<file path="src/rtl/dtw_core_feeder.sv">
// Sequences one DTW core run: clear, stream squiggle/reference samples from
// two synchronous-read memories, wait for done plus settle, return the result.
module dtw_core_feeder #(
  parameter int unsigned width         = 16,
  parameter int unsigned SQG_SIZE      = 10,
  parameter int unsigned ADDR_W        = 16,
  parameter int unsigned SETTLE_CYCLES = 2,
  parameter int unsigned TIMEOUT       = 65535
) (
  input  logic              clk,
  input  logic              rst,
  input  logic              start,
  input  logic [ADDR_W-1:0] cfg_sqg_base,
  input  logic [ADDR_W-1:0] cfg_ref_base,
  input  logic [31:0]       cfg_ref_len,
  output logic              busy,
  output logic [ADDR_W-1:0] sqg_addr,
  input  logic [width-1:0]  sqg_rdata,
  output logic [ADDR_W-1:0] ref_addr,
  input  logic [width-1:0]  ref_rdata,
  output logic              core_rst,
  output logic              core_running,
  output logic [width-1:0]  core_squiggle,
  output logic [width-1:0]  core_rword,
  output logic [31:0]       core_ref_len,
  input  logic [width-1:0]  core_minval,
  input  logic [31:0]       core_position,
  input  logic              core_done,
  output logic              res_valid,
  input  logic              res_ready,
  output logic [width-1:0]  res_minval,
  output logic [31:0]       res_position,
  output logic              res_error
);

  localparam int unsigned CNT_W    = 32;
  localparam int unsigned SETTLE_W = $clog2(SETTLE_CYCLES + 1);
  localparam logic [CNT_W-1:0] SQG_LEN  = CNT_W'(SQG_SIZE);
  localparam logic [CNT_W-1:0] RUN_LAST = CNT_W'(TIMEOUT - 1);

  typedef enum logic [2:0] {IDLE, CLEAR, STREAM, SETTLE, RESULT} state_t;

  state_t              state;
  state_t              state_nxt;
  logic [ADDR_W-1:0]   sqg_base;
  logic [ADDR_W-1:0]   ref_base;
  // cyc is both the stream read index and the running-cycle (timeout) counter
  logic [CNT_W-1:0]    cyc;
  logic [CNT_W-1:0]    cyc_nxt;
  logic [SETTLE_W-1:0] settle_cnt;
  logic                sqg_rd;
  logic                ref_rd;
  logic                sqg_rd_q;
  logic                ref_rd_q;
  logic                timeout;
  logic                settle_done;

  assign cyc_nxt     = cyc + CNT_W'(1);
  assign sqg_rd      = (state == STREAM) && (cyc < SQG_LEN);
  assign ref_rd      = (state == STREAM) && (cyc < core_ref_len);
  assign timeout     = (cyc >= RUN_LAST);
  assign settle_done = (settle_cnt == SETTLE_W'(1));

  // Samples only reach the core when a read was issued on the previous cycle
  assign core_squiggle = sqg_rd_q ? sqg_rdata : '0;
  assign core_rword    = ref_rd_q ? ref_rdata : '0;

  // State register
  always_ff @(posedge clk) begin
    if (rst) state <= IDLE;
    else     state <= state_nxt;
  end

  // Next-state logic
  always_comb begin
    state_nxt = state;
    case (state)
      IDLE:    if (start) state_nxt = (cfg_ref_len == 32'd0) ? RESULT : CLEAR;
      CLEAR:   state_nxt = STREAM;
      STREAM: begin
        if (core_done)    state_nxt = SETTLE;
        else if (timeout) state_nxt = RESULT;
      end
      SETTLE:  if (settle_done) state_nxt = RESULT;
      RESULT:  if (res_ready) state_nxt = IDLE;
      default: state_nxt = IDLE;
    endcase
  end

  // State-decoded outputs
  always_comb begin
    busy         = 1'b0;
    core_running = 1'b0;
    res_valid    = 1'b0;
    core_rst     = rst;
    case (state)
      IDLE:    ;
      CLEAR:   begin busy = 1'b1; core_rst = 1'b1; end
      STREAM:  begin busy = 1'b1; core_running = 1'b1; end
      SETTLE:  begin busy = 1'b1; core_running = 1'b1; end
      RESULT:  begin busy = 1'b1; res_valid = 1'b1; end
      default: ;
    endcase
  end

  // Config latch, read addressing, counters and result capture
  always_ff @(posedge clk) begin
    if (rst) begin
      sqg_base     <= '0;
      ref_base     <= '0;
      core_ref_len <= '0;
      sqg_addr     <= '0;
      ref_addr     <= '0;
      cyc          <= '0;
      settle_cnt   <= '0;
      sqg_rd_q     <= 1'b0;
      ref_rd_q     <= 1'b0;
      res_minval   <= '1;
      res_position <= '0;
      res_error    <= 1'b0;
    end else begin
      sqg_rd_q <= sqg_rd;
      ref_rd_q <= ref_rd;
      case (state)
        IDLE: begin
          if (start) begin
            sqg_base     <= cfg_sqg_base;
            ref_base     <= cfg_ref_base;
            core_ref_len <= cfg_ref_len;
            if (cfg_ref_len == 32'd0) begin
              res_minval   <= '1;
              res_position <= '0;
              res_error    <= 1'b1;
            end
          end
        end
        CLEAR: begin
          cyc      <= '0;
          sqg_addr <= sqg_base;
          ref_addr <= ref_base;
        end
        STREAM: begin
          cyc <= cyc_nxt;
          // Addresses are registered one cycle ahead of the read they serve
          if (cyc_nxt < SQG_LEN)      sqg_addr <= sqg_base + ADDR_W'(cyc_nxt);
          if (cyc_nxt < core_ref_len) ref_addr <= ref_base + ADDR_W'(cyc_nxt);
          if (core_done) begin
            settle_cnt <= SETTLE_W'(SETTLE_CYCLES);
          end else if (timeout) begin
            res_minval   <= '1;
            res_position <= '0;
            res_error    <= 1'b1;
          end
        end
        SETTLE: begin
          cyc        <= cyc_nxt;
          settle_cnt <= settle_cnt - SETTLE_W'(1);
          if (settle_done) begin
            res_minval   <= core_minval;
            res_position <= core_position;
            res_error    <= 1'b0;
          end
        end
        default: ;
      endcase
    end
  end

endmodule
</file>
<file path="config.mk">
export PLATFORM = sky130hd
export DESIGN_NAME = dtw_core_feeder
export DESIGN_NICKNAME = d
export VERILOG_FILES = /design/src/rtl/dtw_core_feeder.sv
export SDC_FILE = /design/constraint.sdc
export NUM_CORES = 1
export LEC_CHECK = 0
export ABC_AREA = 1
export BUFFER_PORTS_ARGS = -buffer_cell sky130_fd_sc_hd__buf_2
export CAP_MARGIN = 20
export CORE_ASPECT_RATIO = 0.75
export CORE_UTILIZATION = 38
export DETAILED_ROUTE_END_ITERATION = 10
export SYNTH_ARGS = -nofsm -noshare
export SYNTH_HDL_FRONTEND = slang
export SYNTH_SLANG_ARGS = --single-unit
</file>
<file path="constraint.sdc">
create_clock -name clk -period 3.65 [get_ports clk]
set_clock_uncertainty 0.15 [all_clocks]
set_input_delay 0.365 -clock clk [delete_from_list [all_inputs] [get_ports clk]]
set_output_delay 0.365 -clock clk [all_outputs]
set_load 0.01 [all_outputs]
</file>
==> impl_metrics.ini <==
[run_status]
outcome = completed

[routing]
vias_per_cell = 4.99
wl_um = 37600
dr_total_vias = 11700
dr.pass1.iters = 6
drt_iter0_drc = 912
drc = 0
routedWlPerCell_um = 16.0
drtAntennaViolNets = 0

[sta]
hold_viol_final = 0
finalCritPeriodShare_pct = 92.0
finalSetupTns_ns = 0
layout_setup_ws_ns = 0.291
max_slew_margin_pct = 44.9
max_clock_freq_mhz = 298
finalSetupViolations = 0
finalCriticalPeriod_ns = 3.36
rsz0062_at_grt = false
tightestPinTransition_ns = 0.820
final_max_slew_viol_count = 0

[critical_path]
required_ns = 3.89
criticalPathCategory = register to register
r2r_slack_ns = 0.29
rr_endpoint = ref_addr[10]
r2r_start = cyc[2]
arrival_ns = 3.60
worst_r2r_path_depth = 16
cp-start-kind = register
end_kind = register
crit_fanout = 7

[final_layout]
fin_nets = 2193
fillCellCount = 2934
final_cells = 2349
drive_gt1_share_pct = 21.4
syn_to_final_growth_pct = 26.0

[floorplanning]
dieArea_sq_um = 30100
die_w_um = 200
ioPinCount = 298
start_util_pct = 39.3
coreArea_sq_um = 28400
rows = 53
die_height_um = 151

[synthesis]
yosysWarnings = 0
syn_inst = 1641
ys_ff_latch = 184
ys.flop_type = dfxtp_1
synth_area_sq_um = 11200
syn-num-nets = 1884
synth_edf_count = 0
synth.distinct_cells = 45
synthArstFlopShare_pct = 0
syn_area_per_cell_sq_um = 6.82
synth_seq_area_share_pct = 32.9

[power]
peakVddDrop_v = 0.000375
leakage_nw = 7.11
total_power_mw = 7.92
power_density_nw_per_um2 = 562

[global_routing]
grt_max_degree = 53
grt_overflow = 0
antenna_found_initial = 1
grt_util_all_layers_pct = 24.4
grt_pass1_wl_um = 57700
grt_pass1_vias = 10400

[clock_tree]
cts.clk_slew.worst_paths_ns = 0.08
cts_buffers = 17
htreeDepth = 4
cts_setup_buffers = 0
clockBufferDepth = 2
cts_sinks = 184
root_buffer = clkbuf_16
cts_tree = built
clk_latency_ns = 0.44

[flow_run]
maxCapViolations = 0

[worst_hold_path]
min_to = res_minval[15]
min_from = core_minval[15]
hold_depth = 3
hp-class = input pin to register

[placed_design]
place_inst = 2290
portBuffers = 297
hpwl_um = 29200
place.gp.congestion = 0.969
pre_cts_slack_ns = 0.159
## worst max-delay path by stage
stage                 from      endpoint  slack, ns  cells after the start
detailed placement  cyc[1]  ref_addr[13]       0.16                     19
finish              cyc[2]  ref_addr[10]       0.29                     16
floorplan           cyc[1]  ref_addr[13]       0.70                     19
global route        cyc[1]  sqg_addr[14]       0.01                     21
global placement    cyc[1]  ref_addr[13]       0.22                     19
CTS                 cyc[1]  ref_addr[11]       0.15                     18
## through the flow
stage	instance area, sq um	util, %	hold WS (ns)
2_1_floorplan	11200	-	0.283
3_3_place_gp	13200	46.3	0.288
3_5_place_dp	13200	46.3	0.294
4_1_cts	14100	49.4	0.00000655
5_1_grt	14100	49.5	0.0100
6_report	14100	49.6	0.0151
## power by group
group          switching [mW]  leakage (nW)  internal (mW)  total, mW
logic                    2.15          5.31           1.14       3.29
registers               0.244          1.50           2.42       2.66
clock network           0.930         0.297           1.04       1.97
total                    3.32          7.11           4.59       7.92
## cell families (layout without fill, tap and decap cells)
logic type      Yosys count  count (layout)  synth area share (%)
compound gates          368             368                  17.6
flops                   184             184                  32.9
buf+inv                 260             582                  8.96
other cells               0               1                     0
fa+ha+maj                94              94                  10.6
simple gates            708             708                  27.6
xor+xnor                 27              27                  2.28
## state kept, by name, indices dropped and copies added, names as in the netlist
name          flops
core_ref_len     32
cyc              32
res_position     32
ref_addr         16
ref_base         16
res_minval       16
sqg_addr         16
sqg_base         16
state             3
settle_cnt        2
ref_rd_q          1
res_error         1
sqg_rd_q          1
## routing by layer
layer,global-route usage [%],wire (um),vias to the layer above
met5,0,0,-
met4,4.85,328,0
met3,4.63,2570,24
met2,37.2,16100,383
met1,35.6,18600,5303
li1,-,-,6007
## Yosys cell counts, types with 6 or more instances
library cell / instances / area (sq um)
nor3_1: 8 / 40.0
dfxtp_1: 184 / 3680
clkbuf_1: 54 / 203
xor2_1: 20 / 175
nand3_1: 64 / 320
xnor2_1: 6 / 52.6
nor4_1: 14 / 87.6
buf_2: 9 / 45.0
a21oi_1: 186 / 931
nor2_1: 138 / 518
a22oi_1: 16 / 120
inv_1: 186 / 698
o22ai_1: 18 / 113
ha_1: 92 / 1150
nand3b_1: 22 / 165
nand2_1: 407 / 1530
o21bai_1: 8 / 60.1
nor2_2: 19 / 119
nand4_1: 14 / 87.6
o21ai_0: 121 / 606
## cell type report
cell class | instances | area [sq um] | share of cell area (%)
multi-input combinational | 1197 | 6540 | 46.4
sequential | 184 | 3690 | 26.2
timing repair buffer | 358 | 2050 | 14.5
inverter | 192 | 721 | 5.11
tap | 385 | 482 | 3.42
clock buffer | 18 | 429 | 3.04
clock inverter | 14 | 186 | 1.32
antenna | 1 | 2.50 | 0.0178
## cells in the final DEF (no fill, tap or decap), types with 4 or more instances in the layout
master / count
nor2_4: 4
clkbuf_16: 17
o21bai_1: 8
ha_1: 89
a22oi_1: 16
nor2_2: 19
dlygate4sd3_1: 26
nand4_1: 14
inv_1: 183
nor3_1: 8
nand2_2: 6
xnor2_1: 6
buf_4: 32
inv_2: 8
clkinv_4: 4
xor2_1: 19
a31oi_1: 4
nand3b_1: 22
nor4_1: 14
a21oi_1: 186
nand3_1: 64
o21ai_0: 121
nand2_1: 405
buf_2: 297
nor2_1: 137
dfxtp_1: 181
o22ai_1: 18
a21boi_0: 4
## what timing repair did
action / CTS / global route
hold endpoints to repair: 26 / 0
hold buffers: 26 / 0
gates resized for setup: 0 / 13
endpoints found under the setup margin: 0 / 19
## critical path, stage by stage, from the launching register on
cell,delay [ns]
dfxtp_2,0.41
nand2_2,0.09
nor2_4,0.18
nand3_2,0.16
xor2_2,0.22
inv_1,0.18
ha_1,0.37
a21oi_1,0.19
a21boi_0,0.27
o21ai_0,0.18
inv_1,0.09
nor2_1,0.05
o21ai_0,0.21
nand3_1,0.13
o21ai_0,0.22
a21oi_1,0.09
nor2_1,0.12
No activity file was read; power rests on OpenSTA's default activity.
